File: src/rtl/ifu_fetch.sv
// Instruction fetch unit: one-entry fetch slot with a three-state request FSM and redirect handling.
// Optional fetch address checking is compiled in with `define IFU_ADDR_CHECK_EN.
module ifu_fetch (
  input  logic        clk,
  input  logic        reset,
  input  logic [31:0] NAddr,
  input  logic        stall,
  input  logic        Req,
  input  logic        eret,
  input  logic [31:0] EPC,
  input  logic        IsBranch,
  output logic        imem_req,
  output logic [31:0] imem_addr,
  input  logic        imem_ack,
  input  logic [31:0] imem_rdata,
  output logic [31:0] F_PC,
  output logic [31:0] F_Instr,
  output logic        F_valid,
  output logic [4:0]  F_ExcCode,
  output logic        F_BD,
  output logic [1:0]  fsm_state
);

  typedef enum logic [1:0] {
    FETCH = 2'd0,
    READY = 2'd1,
    DRAIN = 2'd2
  } state_t;

  localparam logic [31:0] RESET_PC = 32'h0000_3000;
  localparam logic [31:0] EXC_PC   = 32'h0000_4180;
  localparam logic [4:0]  EXC_ADEL = 5'd4;

  state_t      state, state_nxt;
  logic [31:0] pc_nxt, instr_nxt, req_addr, redirect_pc;
  logic        valid_nxt, bd_nxt, redirect, addr_bad, req_int;
  logic [4:0]  exc_nxt;

  assign redirect    = Req | eret;
  assign redirect_pc = Req ? EXC_PC : EPC;

`ifdef IFU_ADDR_CHECK_EN
  assign addr_bad = (F_PC[1:0] != 2'b00) || (F_PC < 32'h0000_3000) || (F_PC > 32'h0000_6FFC);
`else
  assign addr_bad = 1'b0;
`endif

  // A drained request must keep presenting the address it was issued with.
  assign imem_req  = req_int & ~reset;
  assign imem_addr = (state == DRAIN) ? req_addr : F_PC;
  assign fsm_state = state;

  always_comb begin
    state_nxt = state;
    pc_nxt    = F_PC;
    instr_nxt = F_Instr;
    valid_nxt = F_valid;
    bd_nxt    = F_BD;
    exc_nxt   = F_ExcCode;
    req_int   = 1'b0;
    case (state)
      FETCH: begin
        req_int = ~addr_bad;
        if (redirect) begin
          pc_nxt    = redirect_pc;
          valid_nxt = 1'b0;
          bd_nxt    = 1'b0;
          exc_nxt   = '0;
          state_nxt = (imem_ack || addr_bad) ? FETCH : DRAIN;
        end else if (addr_bad) begin
          instr_nxt = '0;
          exc_nxt   = EXC_ADEL;
          valid_nxt = 1'b1;
          state_nxt = READY;
        end else if (imem_ack) begin
          instr_nxt = imem_rdata;
          exc_nxt   = '0;
          valid_nxt = 1'b1;
          state_nxt = READY;
        end
      end
      READY: begin
        if (redirect) begin
          pc_nxt    = redirect_pc;
          valid_nxt = 1'b0;
          bd_nxt    = 1'b0;
          exc_nxt   = '0;
          state_nxt = FETCH;
        end else if (!stall) begin
          pc_nxt    = NAddr;
          bd_nxt    = IsBranch;
          valid_nxt = 1'b0;
          exc_nxt   = '0;
          state_nxt = FETCH;
        end
      end
      DRAIN: begin
        req_int = 1'b1;
        if (redirect) begin
          pc_nxt    = redirect_pc;
          valid_nxt = 1'b0;
          bd_nxt    = 1'b0;
          exc_nxt   = '0;
        end
        if (imem_ack) state_nxt = FETCH;
      end
      default: state_nxt = FETCH;
    endcase
  end

  always_ff @(posedge clk or posedge reset) begin
    if (reset) begin
      state     <= FETCH;
      F_PC      <= RESET_PC;
      F_Instr   <= '0;
      F_valid   <= 1'b0;
      F_ExcCode <= '0;
      F_BD      <= 1'b0;
      req_addr  <= RESET_PC;
    end else begin
      state     <= state_nxt;
      F_PC      <= pc_nxt;
      F_Instr   <= instr_nxt;
      F_valid   <= valid_nxt;
      F_ExcCode <= exc_nxt;
      F_BD      <= bd_nxt;
      if (state == FETCH) req_addr <= F_PC;
    end
  end

endmodule

File: config.mk
export PLATFORM = sky130hd
export DESIGN_NAME = ifu_fetch
export DESIGN_NICKNAME = d
export VERILOG_FILES = /design/src/rtl/ifu_fetch.sv
export SDC_FILE = /design/constraint.sdc
export NUM_CORES = 1
export LEC_CHECK = 0
export BUFFER_PORTS_ARGS = -buffer_cell sky130_fd_sc_hd__buf_2
export CAP_MARGIN = 20
export CORE_MARGIN = 10
export CORE_UTILIZATION = 40
export CTS_CLUSTER_DIAMETER = 50
export CTS_CLUSTER_SIZE = 12
export DETAILED_ROUTE_END_ITERATION = 16
export PLACE_DENSITY = 0.77
export SLEW_MARGIN = 40
export SYNTH_ARGS = -nofsm -noshare
export SYNTH_HDL_FRONTEND = slang
export SYNTH_SLANG_ARGS = --single-unit
export TNS_END_PERCENT = 50
File: constraint.sdc
create_clock -name clk -period 2.98 [get_ports clk]
set_input_delay 0.596 -clock clk [delete_from_list [all_inputs] [get_ports clk]]
set_output_delay 0.596 -clock clk [all_outputs]
set_load 0.05 [all_outputs]
== After elaboration in Yosys (flattened, before gate mapping) ==
Cells that the tools add are included.
Word-level totals
  register bits after elaboration: 105
  input bits: 103
  output and inout bits: 106
  logic and storage cells: 55
Cells by class
  eq/ne operators: 7
  mux-type cells: 29
  bitwise operators: 4
  reductions and logical operators: 8
Operators with widths (count)
  two-way mux 32 bit: 5
  case mux 32 bit (2 select lines): 1
  two-way mux 5 bit: 5
  case mux 5 bit (3 select lines): 1
  two-way mux 2 bit: 6
  AND reduction 3 bit: 3
  two-way mux 1 bit: 8
  != test 3 bit, second input constant: 2
  case mux 2 bit (3 select lines): 1
  != test 2 bit, second input constant: 2
  AND reduction 4 bit: 1
  case mux 1 bit (3 select lines): 1
  nonzero test 3 bit: 1
  equality test 2 x 1 -> 1 bit, second input constant: 1
  equality test 2 bit, second input constant: 1
  logical NOT 2 bit: 1
  != test 2 x 1 -> 1 bit, second input constant: 1
  NOT 1 bit: 2
  case mux 1 bit (2 select lines): 1
  nonzero test 2 bit: 1
  OR reduction 2 bit: 1
  AND 1 bit: 1
  OR 1 bit: 1

== Depth between registers and ports, before layout ==
Gate-level depths: netlist of run 1.
  depth after elaboration: 4
  depth in mapped cells: 8
  mapped depth without buffers: 5

== Worst setup path before layout of run 1 ==
OpenSTA, ideal clock, no wires.
  kind: register to output
  start point: register state[1] (netlist: fsm_state[1])
  end point: output port imem_addr[10]
  arrival time: 2079 ps
  data required time: 2384 ps
  path slack: 305 ps
  stages on the path, launching flop included: 5
  buffers on the path: 2
  cells stage by stage: dfrtp_1 > ha_1 > clkbuf_1 > buf_1 > mux2_2
On the way
  word-level cells in the longest chain between the ends: 2
RTL lines
  start: declaration: line 34  | state_t state, state_nxt;
  start signal: assignment: line 121  | state <= state_nxt;
  equality test 2 bit: line 50  | assign imem_addr = (state == DRAIN) ? req_addr : F_PC;
  two-way mux 32 bit: line 50
  end: declaration: line 13  | output logic [31:0] imem_addr,
No other way between the ends.

== Worst setup path after layout of run 1 ==
  start point: register state[0] (netlist: fsm_state[0])
  end point: output port imem_addr[25]
Same word-level chain as after synthesis.

==> flow_summary_export.csv, run 1 <==
group,metric,value,unit
power,ir_drop,0.350,mV
placed_design,port_buffers,203,
synth,ys_seq_area_frac,0.519,
synth,synth_edf_count,0,
synth,synthTopCellsByCount,"dfrtp_1, mux2_2, a22o_1, nand2b_1, o221a_2",
die,die_y,130,um
global_route,grt_pass1_vias,3980,
power,p_leak,3.13,nW
synth,synth.avg_cell_area,13.3,sq um
cts,cts_buffers,9,
route,antenna_left,0,
die,num_rows,40,
route,vias,3771,
min_path,worstHoldPathType,"input port to asynchronous set/reset pin",
sta,worstMarginPinSlew,0.607,ns
sta,rsz0062_at_grt,"no",
cts,h-tree-depth,3,
placed_design,dpl-instance-area,6010,sq um
route,firstDrtPassIters,4,
sta,tns,0,ns
synth,synth_area_leaders,"dfrtp_1, mux2_2, a22o_1",
cells_and_area,syn_to_final_growth,30.8,%
global_route,grt_max_degree,41,
cells_and_area,stdcell_area,6320,sq um
critical_path,crit_slowest_cell,"dfrtp_1",
die,die-width,130,um
synth,yosys_warnings,0,
die,dieArea,16900,sq um
critical_path,start_kind,"flip-flop",
sta,min_period_over_period,0.930,
cts,cts_setup_buffers,0,
cells_and_area,num_antenna_cells,0,
cells_and_area,nets,671,
cts,insertion_delay,0.33,ns
route,first_iter_violations,227,
die,initial_core_util,0.406,
critical_path,crit_required,2.38,ns
cts,cts_hold_buffers,0,
placed_design,dp_hpwl,10.6,mm
die,core_area,11900,sq um
route,wirelength,13.7,mm
route,viasPerCell,5.27,
synth,synthArstFlopShare,1.00,
sta,finalCriticalPeriod,2.77,ns
route,drc_errors,0,
global_route,antenna_found_initial,1,
critical_path,crit_path_max_incr_delay,0.45,ns
synth,synth_most_common_cell,"dfrtp_1",
die,io_pins,209,
sta,slew_headroom,0.595,
job,drv_cap,0,
sta,fin_hold_ws,0.233,ns
critical_path,cp_num_buf_inv,3,
sta,hold_viol_final,0,
critical_path,cp_top_family,"buffers and inverters",
synth,synth_cell_types,35,
critical_path,criticalPathCategory,"flip-flop to primary output",
critical_path,cp-end-kind,"primary output",
synth,synth_seq_cells,100,
critical_path,arrival,2.18,ns
cts,cts_resized,0,
cts,cts_tree,"built",
critical_path,crit_chain,"inv_1 -> ha_2 -> buf_12 -> mux2_2 -> buf_2",
sta,finClkSkew,0.00699,ns
global_route,grt-ovfl-total,0,
cells_and_area,drive_gt1_frac,0.613,
sta,fmax,361,MHz
sta,setup_viol,0,
synth,dominantRegCellSynth,"dfrtp_1",
cts,cts-root-buf,"clkbuf_16",
route,drt-wirelength-per-cell,19.2,um
sta,slew_violations,0,
synth,synth_top_cell_by_area,"dfrtp_1",
cts,clockBufferDepth,2,
synth,synth_area,4830,sq um
cells_and_area,final_util,0.530,
critical_path,path_max_fanout,23,
cts,cts_sinks,100,
status,status,"completed",
cts,clk_pin_slew,0.07,ns
global_route,grt_pass1_wl,21.0,mm
synth,syn_inst,364,
power,power_density,851,nW/um^2
synth,synth_top_area_frac,0.497,
placed_design,gp_congestion,0.799,
global_route,grtUsageTotal,0.157,
-- worst register-to-register path, stage by stage (launching register included) --
cell and delay, ns:
dfrtp_1 0.46, inv_1 0.11, ha_2 0.33, a211o_1 0.37, or3_1 0.38, buf_4 0.22, o221a_2 0.30
-- power by group --
part,internal [W],switching (W),leakage [nW]
Combinational,0.000719,0.00164,1.76
Sequential,0.00169,0.000202,1.22
Clock,0.000644,0.000481,0.146
-- sequential cells by signal, summed over array words and instances (netlist names) --
register / flops
F_PC: 32
F_valid: 1
F_Instr: 32
fsm_state: 2
F_BD: 1
req_addr: 32
-- layout by cell type, fill, tap and decap left out, types with 3 or more instances in the layout --
master	n
o221a_1	10
nand2_1	5
o221a_2	19
a21oi_1	3
clkbuf_16	9
buf_12	3
a22o_1	29
mux2_1	7
mux2_2	89
clkinv_2	5
nor2_1	5
buf_4	12
o21ai_0	3
nand2b_1	29
conb_1	5
dfrtp_1	96
a221o_1	4
dfstp_2	4
buf_2	203
-- cell type report --
cell class                 instances  area (sq um)
clock buffer                      10           229
clock inverter                     6          55.1
tap                              147           184
multi-input combinational        232          2160
timing repair buffer             218          1170
inverter                           3          15.0
sequential                       100          2510
fill                            1051          5590
-- stage by stage --
| step | cells | total power (W) | worst slack, ns |
|---|---|---|---|
| 5_1_grt | 716 | 0.00565 | 0.0637 |
| 3_3_place_gp | 699 | 0.00425 | 0.628 |
| 6_report | 716 | 0.00538 | 0.209 |
| 4_1_cts | 715 | 0.00545 | 0.166 |
| 2_1_floorplan | 368 | 0.00370 | 0.305 |
| 3_5_place_dp | 699 | 0.00430 | 0.544 |
-- logic make-up (layout without fill, tap and decap cells) --
logic type / after synthesis / in the layout / synth area share
buf+inv: 36 / 237 / 0.0381
simple gates: 54 / 54 / 0.0642
flops: 100 / 100 / 0.519
other cells: 1 / 5 / 0.000776
mux: 97 / 97 / 0.226
compound gates: 72 / 72 / 0.142
fa+ha+maj: 4 / 4 / 0.0104
-- per-layer routing --
layer	wire, um	track usage	vias to the layer above	part of all wire
li1	-	-	1760	-
met1	5710	0.183	1831	0.42
met2	6590	0.263	160	0.48
met3	1220	0.0544	18	0.089
met4	206	0.0569	2	0.015
met5	12	0	-	0.00087
-- final timing paths --
kind / from / to / slack, ns / depth (start not counted)
min in group clk: imem_rdata[23] / F_Instr[23] / 0.48 / 2
worst min-delay path: reset / fsm_state[1] / 0.23 / 2
worst max register to register: fsm_state[0] / F_PC[27] / 0.70 / 6
worst max-delay path: fsm_state[0] / imem_addr[25] / 0.21 / 5
worst min register to register: F_Instr[3] / F_Instr[3] / 0.48 / 1
max in group asynchronous: reset / F_Instr[30] / 2.04 / 4
No activity file was read; power rests on OpenSTA's default activity.
==> run 2, diff against run 1 <==
REMOVE_ABC_BUFFERS = 1   (was unset)
==> run 2 against run 1 <==
Total power decreased by 0.39%. Wire length increased by 2.3%. Highest routed layer unchanged. Non-clock buffer count decreased by 3. Sequential cell count unchanged. Critical path depth unchanged.
==> flow_summary_export.csv, run 2 (synthesized netlist as in run 1, its figures left out) <==
group,metric,value,unit
cts,cts_tree,"built",
die,io_pins,209,
critical_path,crit_path_max_incr_delay,0.46,ns
global_route,grt_pass1_wl,21.5,mm
route,wirelength,14.1,mm
critical_path,r2r_setup_slack,0.71,ns
route,vias,3684,
cells_and_area,final_util,0.527,
critical_path,cp-startpoint,"fsm_state[0]",
sta,rsz0062_at_grt,"no",
cells_and_area,num_antenna_cells,0,
global_route,antenna_found_initial,2,
sta,fmax,354,MHz
critical_path,crit_required,2.38,ns
cells_and_area,layout_common_cells,"buf_2, dfrtp_1, mux2_2",
global_route,grtUsageTotal,0.160,
die,die_y,130,um
power,p_leak,3.10,nW
critical_path,crit_slowest_cell,"dfrtp_1",
critical_path,criticalPathCategory,"flip-flop to primary output",
critical_path,worstSetupEndpoint,"imem_addr[28]",
route,drc_errors,0,
sta,hold_viol_final,0,
critical_path,path_max_fanout,16,
route,antenna_left,0,
critical_path,r2r-end,"F_PC[27]",
sta,worstMarginPinSlew,0.719,ns
sta,slew_headroom,0.520,
sta,min_period_over_period,0.949,
cts,h-tree-depth,3,
critical_path,start_kind,"flip-flop",
cts,insertion_delay,0.34,ns
critical_path,cp_top_family,"buffers and inverters",
cts,cts-root-buf,"clkbuf_16",
critical_path,r2r_cells,6,
cts,cts_sinks,100,
route,first_iter_violations,174,
sta,slew_violations,0,
critical_path,crit_chain,"inv_1 -> ha_2 -> buf_4 -> mux2_2 -> buf_2",
placed_design,dp_hpwl,11.0,mm
job,drv_cap,0,
sta,setup_viol,0,
min_path,worstHoldPathType,"input port to asynchronous set/reset pin",
route,firstDrtPassIters,6,
critical_path,arrival,2.23,ns
cts,clk_pin_slew,0.07,ns
cells_and_area,top_regs,"F_Instr (32), F_PC (32), req_addr (32)",
cts,cts_setup_buffers,0,
cells_and_area,drive_gt1_frac,0.615,
die,num_rows,40,
critical_path,cp-end-kind,"primary output",
die,initial_core_util,0.406,
placed_design,port_buffers,203,
cells_and_area,final_cell_count_no_fill,713,
cells_and_area,syn_to_final_growth,29.9,%
global_route,grt_max_degree,60,
cells_and_area,multi_input_area,2160,sq um
sta,finalCriticalPeriod,2.83,ns
cells_and_area,n_fill_cell,1035,
cells_and_area,nets,668,
cts,cts_buffers,9,
cts,cts_resized,0,
power,power_density,854,nW/um^2
sta,fin_hold_ws,0.306,ns
critical_path,cp.depth,5,
sta,finClkSkew,0.00638,ns
cells_and_area,layout_commonest_cell,"buf_2",
critical_path,r2r_start,"fsm_state[0]",
power,ir_drop,0.285,mV
route,drt-wirelength-per-cell,19.7,um
global_route,grt_pass1_vias,3953,
placed_design,place_inst,697,
die,core_area,11900,sq um
global_route,grt-ovfl-total,0,
status,status,"completed",
cts,cts_hold_buffers,0,
cts,clockBufferDepth,2,
die,dieArea,16900,sq um
die,die-width,130,um
critical_path,cp_num_buf_inv,3,
cells_and_area,seq_area,2510,sq um
placed_design,gp_congestion,0.744,
route,viasPerCell,5.17,
==> run 2: cell types whose count changed in the layout (fill, tap and decap cells not counted), sizes merged <==
cell | previous run | this run
clkinv | 5 | 3
clkbuf | 10 | 9
buf | 218 | 215
bufinv | 1 | 0
inv | 2 | 5
clkinvlp | 1 | 2
==> run 2: worst min path at each step <==
stage | startpoint | end | depth (start not counted) | slack (ns)
finish | reset | F_PC[9] | 2 | 0.31
global route | reset | F_PC[9] | 2 | 0.35
CTS | reset | F_PC[9] | 2 | 0.32
detailed placement | F_Instr[19] | F_Instr[19] | 1 | 0.47
global placement | F_Instr[23] | F_Instr[23] | 1 | 0.46
floorplan | req_addr[0] | req_addr[0] | 1 | 0.48
==> run 2: final cells by class <==
cell class,count,area share
multi-input cells,232,0.345
flip-flops and latches,100,0.400
clock buffers,9,0.0359
repair buffers,215,0.178
well taps,147,0.0293
inverters,3,0.00219
clock inverters,7,0.00977
==> run 2: layer usage <==
metal,part of all wire,vias to the layer above,track usage
li1,-,1747,-
met1,0.43,1753,0.201
met2,0.46,168,0.261
met3,0.091,14,0.0503
met4,0.012,2,0.0456
met5,0.00093,-,0
==> run 2: worst register-to-register path, cell delays in order (launching register included) <==
cell     delay [ns]
dfrtp_1        0.47
inv_1          0.11
ha_2           0.33
a211o_1        0.37
or3_1          0.38
buf_4          0.21
o221a_2        0.29
==> run 2: through the flow <==
stage / setup TNS [ns] / power [W] / setup slack (ns) / cell area, sq um
5_1_grt: 0 / 0.00562 / 0.0429 / 6270
6_report: 0 / 0.00536 / 0.152 / 6270
3_5_place_dp: 0 / 0.00431 / 0.549 / 5990
2_1_floorplan: -29.34 / 0.00367 / -0.228 / 4670
4_1_cts: 0 / 0.00542 / 0.160 / 6270
3_3_place_gp: 0 / 0.00425 / 0.636 / 5990
==> run 2: where the power goes <==
| part | leakage (nW) | internal, W | total [W] | switching, W |
|---|---|---|---|---|
| sequential | 1.22 | 0.00169 | 0.00190 | 0.000209 |
| clock | 0.134 | 0.000579 | 0.00110 | 0.000523 |
| combinational | 1.74 | 0.000711 | 0.00236 | 0.00165 |
==> run 3, diff against run 2 <==
CORE_MARGIN = 4   (was 10)
CORE_UTILIZATION = 43   (was 40)
PLACE_DENSITY = 0.81   (was 0.77)
==> run 3 against run 2 <==
Global-route usage grew 2.8 points. Hold slack gained 0.019 ns. Utilization grew 5.1 points.
==> flow_summary_export.csv, run 3 (synthesized netlist as in run 1, its figures left out) <==
group,metric,value,unit
cts,cts_hold_buffers,0,
die,die_y,114,um
cells_and_area,layout_common_cells,"buf_2, dfrtp_1, mux2_2",
global_route,antenna_found_initial,0,
die,initial_core_util,0.442,
critical_path,cp-end-kind,"primary output",
global_route,grt-ovfl-total,0,
route,viasPerCell,5.22,
critical_path,arrival,2.10,ns
cts,h-tree-depth,3,
route,wirelength,12.4,mm
power,comb_power_share,0.430,
cts,clk_pin_slew,0.07,ns
global_route,grt_pass1_vias,3944,
critical_path,r2r-end,"F_PC[22]",
power,net-switching-power,0.00232,W
cells_and_area,layout_commonest_cell,"buf_2",
placed_design,gp_congestion,0.804,
critical_path,criticalPathCategory,"flip-flop to primary output",
critical_path,crit_path_max_incr_delay,0.45,ns
status,status,"completed",
job,drv_cap,0,
global_route,grt_max_degree,46,
route,first_iter_violations,202,
global_route,grtUsageTotal,0.189,
critical_path,crit_chain,"inv_1 -> ha_4 -> buf_12 -> mux2_2 -> buf_2",
critical_path,crit_required,2.38,ns
sta,slew_violations,0,
critical_path,worstSetupEndpoint,"imem_addr[21]",
cts,cts-root-buf,"clkbuf_16",
cells_and_area,nets,668,
sta,fmax,371,MHz
die,die-width,114,um
route,vias,3683,
placed_design,port_buffers,203,
cts,cts_buffers,9,
power,p_leak,3.12,nW
cts,insertion_delay,0.33,ns
critical_path,cp-startpoint,"fsm_state[0]",
cts,cts_tree,"built",
die,dieArea,13000,sq um
critical_path,start_kind,"flip-flop",
placed_design,dpl-instance-area,5990,sq um
cts,clockBufferDepth,2,
route,antenna_left,0,
global_route,grt_pass1_wl,19.5,mm
cells_and_area,stdcell_area,6320,sq um
critical_path,r2r_setup_slack,0.66,ns
sta,worstMarginPinSlew,0.715,ns
sta,slew_headroom,0.523,
cts,cts_setup_buffers,0,
sta,min_period_over_period,0.905,
critical_path,path_max_fanout,20,
route,drc_errors,0,
cts,cts_sinks,100,
placed_design,dp_hpwl,9.36,mm
min_path,worstHoldPathType,"input port to asynchronous set/reset pin",
critical_path,r2r_cells,6,
sta,finClkSkew,0.00680,ns
sta,hold_viol_final,0,
power,clock_power_share,0.224,
critical_path,r2r_start,"fsm_state[0]",
route,firstDrtPassIters,4,
route,drt-wirelength-per-cell,17.5,um
sta,finalCriticalPeriod,2.70,ns
critical_path,crit_slowest_cell,"dfrtp_1",
cells_and_area,drive_gt1_frac,0.614,
power,ir_drop,0.544,mV
power,p_int,0.00314,W
power,swShare,0.425,
cells_and_area,top_regs,"F_Instr (32), F_PC (32), req_addr (32)",
power,total_power,0.00546,W
sta,rsz0062_at_grt,"no",
die,num_rows,38,
power,power_density,865,nW/um^2
die,core_area,10900,sq um
die,io_pins,209,
cells_and_area,n_fill_cell,906,
cells_and_area,num_antenna_cells,0,
cells_and_area,syn_to_final_growth,30.7,%
sta,setup_viol,0,
power,p_seq_frac,0.346,
[run 3: how the worst min path moves through the flow]
| stage | from | depth (start not counted) | slack [ns] | end |
|---|---|---|---|---|
| after floorplan | req_addr[0] | 1 | 0.48 | req_addr[0] |
| after global placement | F_Instr[4] | 1 | 0.46 | F_Instr[4] |
| after detailed placement | F_Instr[19] | 1 | 0.47 | F_Instr[19] |
| after CTS | reset | 2 | 0.35 | req_addr[28] |
| after global routing | reset | 2 | 0.37 | F_PC[28] |
| final | reset | 2 | 0.33 | req_addr[28] |
[run 3: what timing repair did]
action | CTS | global route
gates resized for setup | 0 | 1
setup endpoints to repair | 0 | 4
hold endpoints to repair | 0 | 0
[run 3: power by group through the flow]
| stage | Combinational, W | Sequential (W) | Clock, W |
|---|---|---|---|
| 6_report | 0.00235 | 0.00189 | 0.00122 |
| 5_1_grt | 0.00246 | 0.00194 | 0.00132 |
| 4_1_cts | 0.00237 | 0.00189 | 0.00125 |
| 3_5_place_dp | 0.00236 | 0.00191 | 0 |
| 3_3_place_gp | 0.00233 | 0.00190 | 0 |
| 2_1_floorplan | 0.00105 | 0.00261 | 0 |
[run 3: routing by layer]
layer	global-route usage	vias to the layer above	share of wire
li1	-	1751	-
met1	0.242	1756	0.42
met2	0.320	161	0.49
met3	0.0297	15	0.071
met4	0.0752	0	0.014
met5	0	-	0
[run 3: area by class of cell]
cell class              count  area (sq um)  area share
flip-flops and latches    100          2510       0.397
multi-input cells         232          2170       0.344
repair buffers            215          1130       0.179
clock buffers               9           225      0.0357
well taps                 140           175      0.0277
clock inverters             6          88.8      0.0141
inverters                   3          13.8     0.00218
[run 3: metrics by stage]
stage / setup WS, ns / hold slack, ns / utilization / TNS (ns) / cells
after global placement: 0.579 / 0.463 / 0.548 / 0 / 690
after detailed placement: 0.488 / 0.475 / 0.548 / 0 / 690
final: 0.283 / 0.325 / 0.578 / 0 / 705
after floorplan: -0.228 / 0.475 / - / -29.34 / 335
after CTS: 0.104 / 0.346 / 0.577 / 0 / 705
after global routing: 0.185 / 0.374 / 0.578 / 0 / 705
[run 3: worst max-delay path, delay by kind of cell (launching register included)]
family	cells	cell delay [ns]
adders and majority gates	1	0.35
muxes	1	0.35
DFF	1	0.45
buffers and inverters	3	0.60
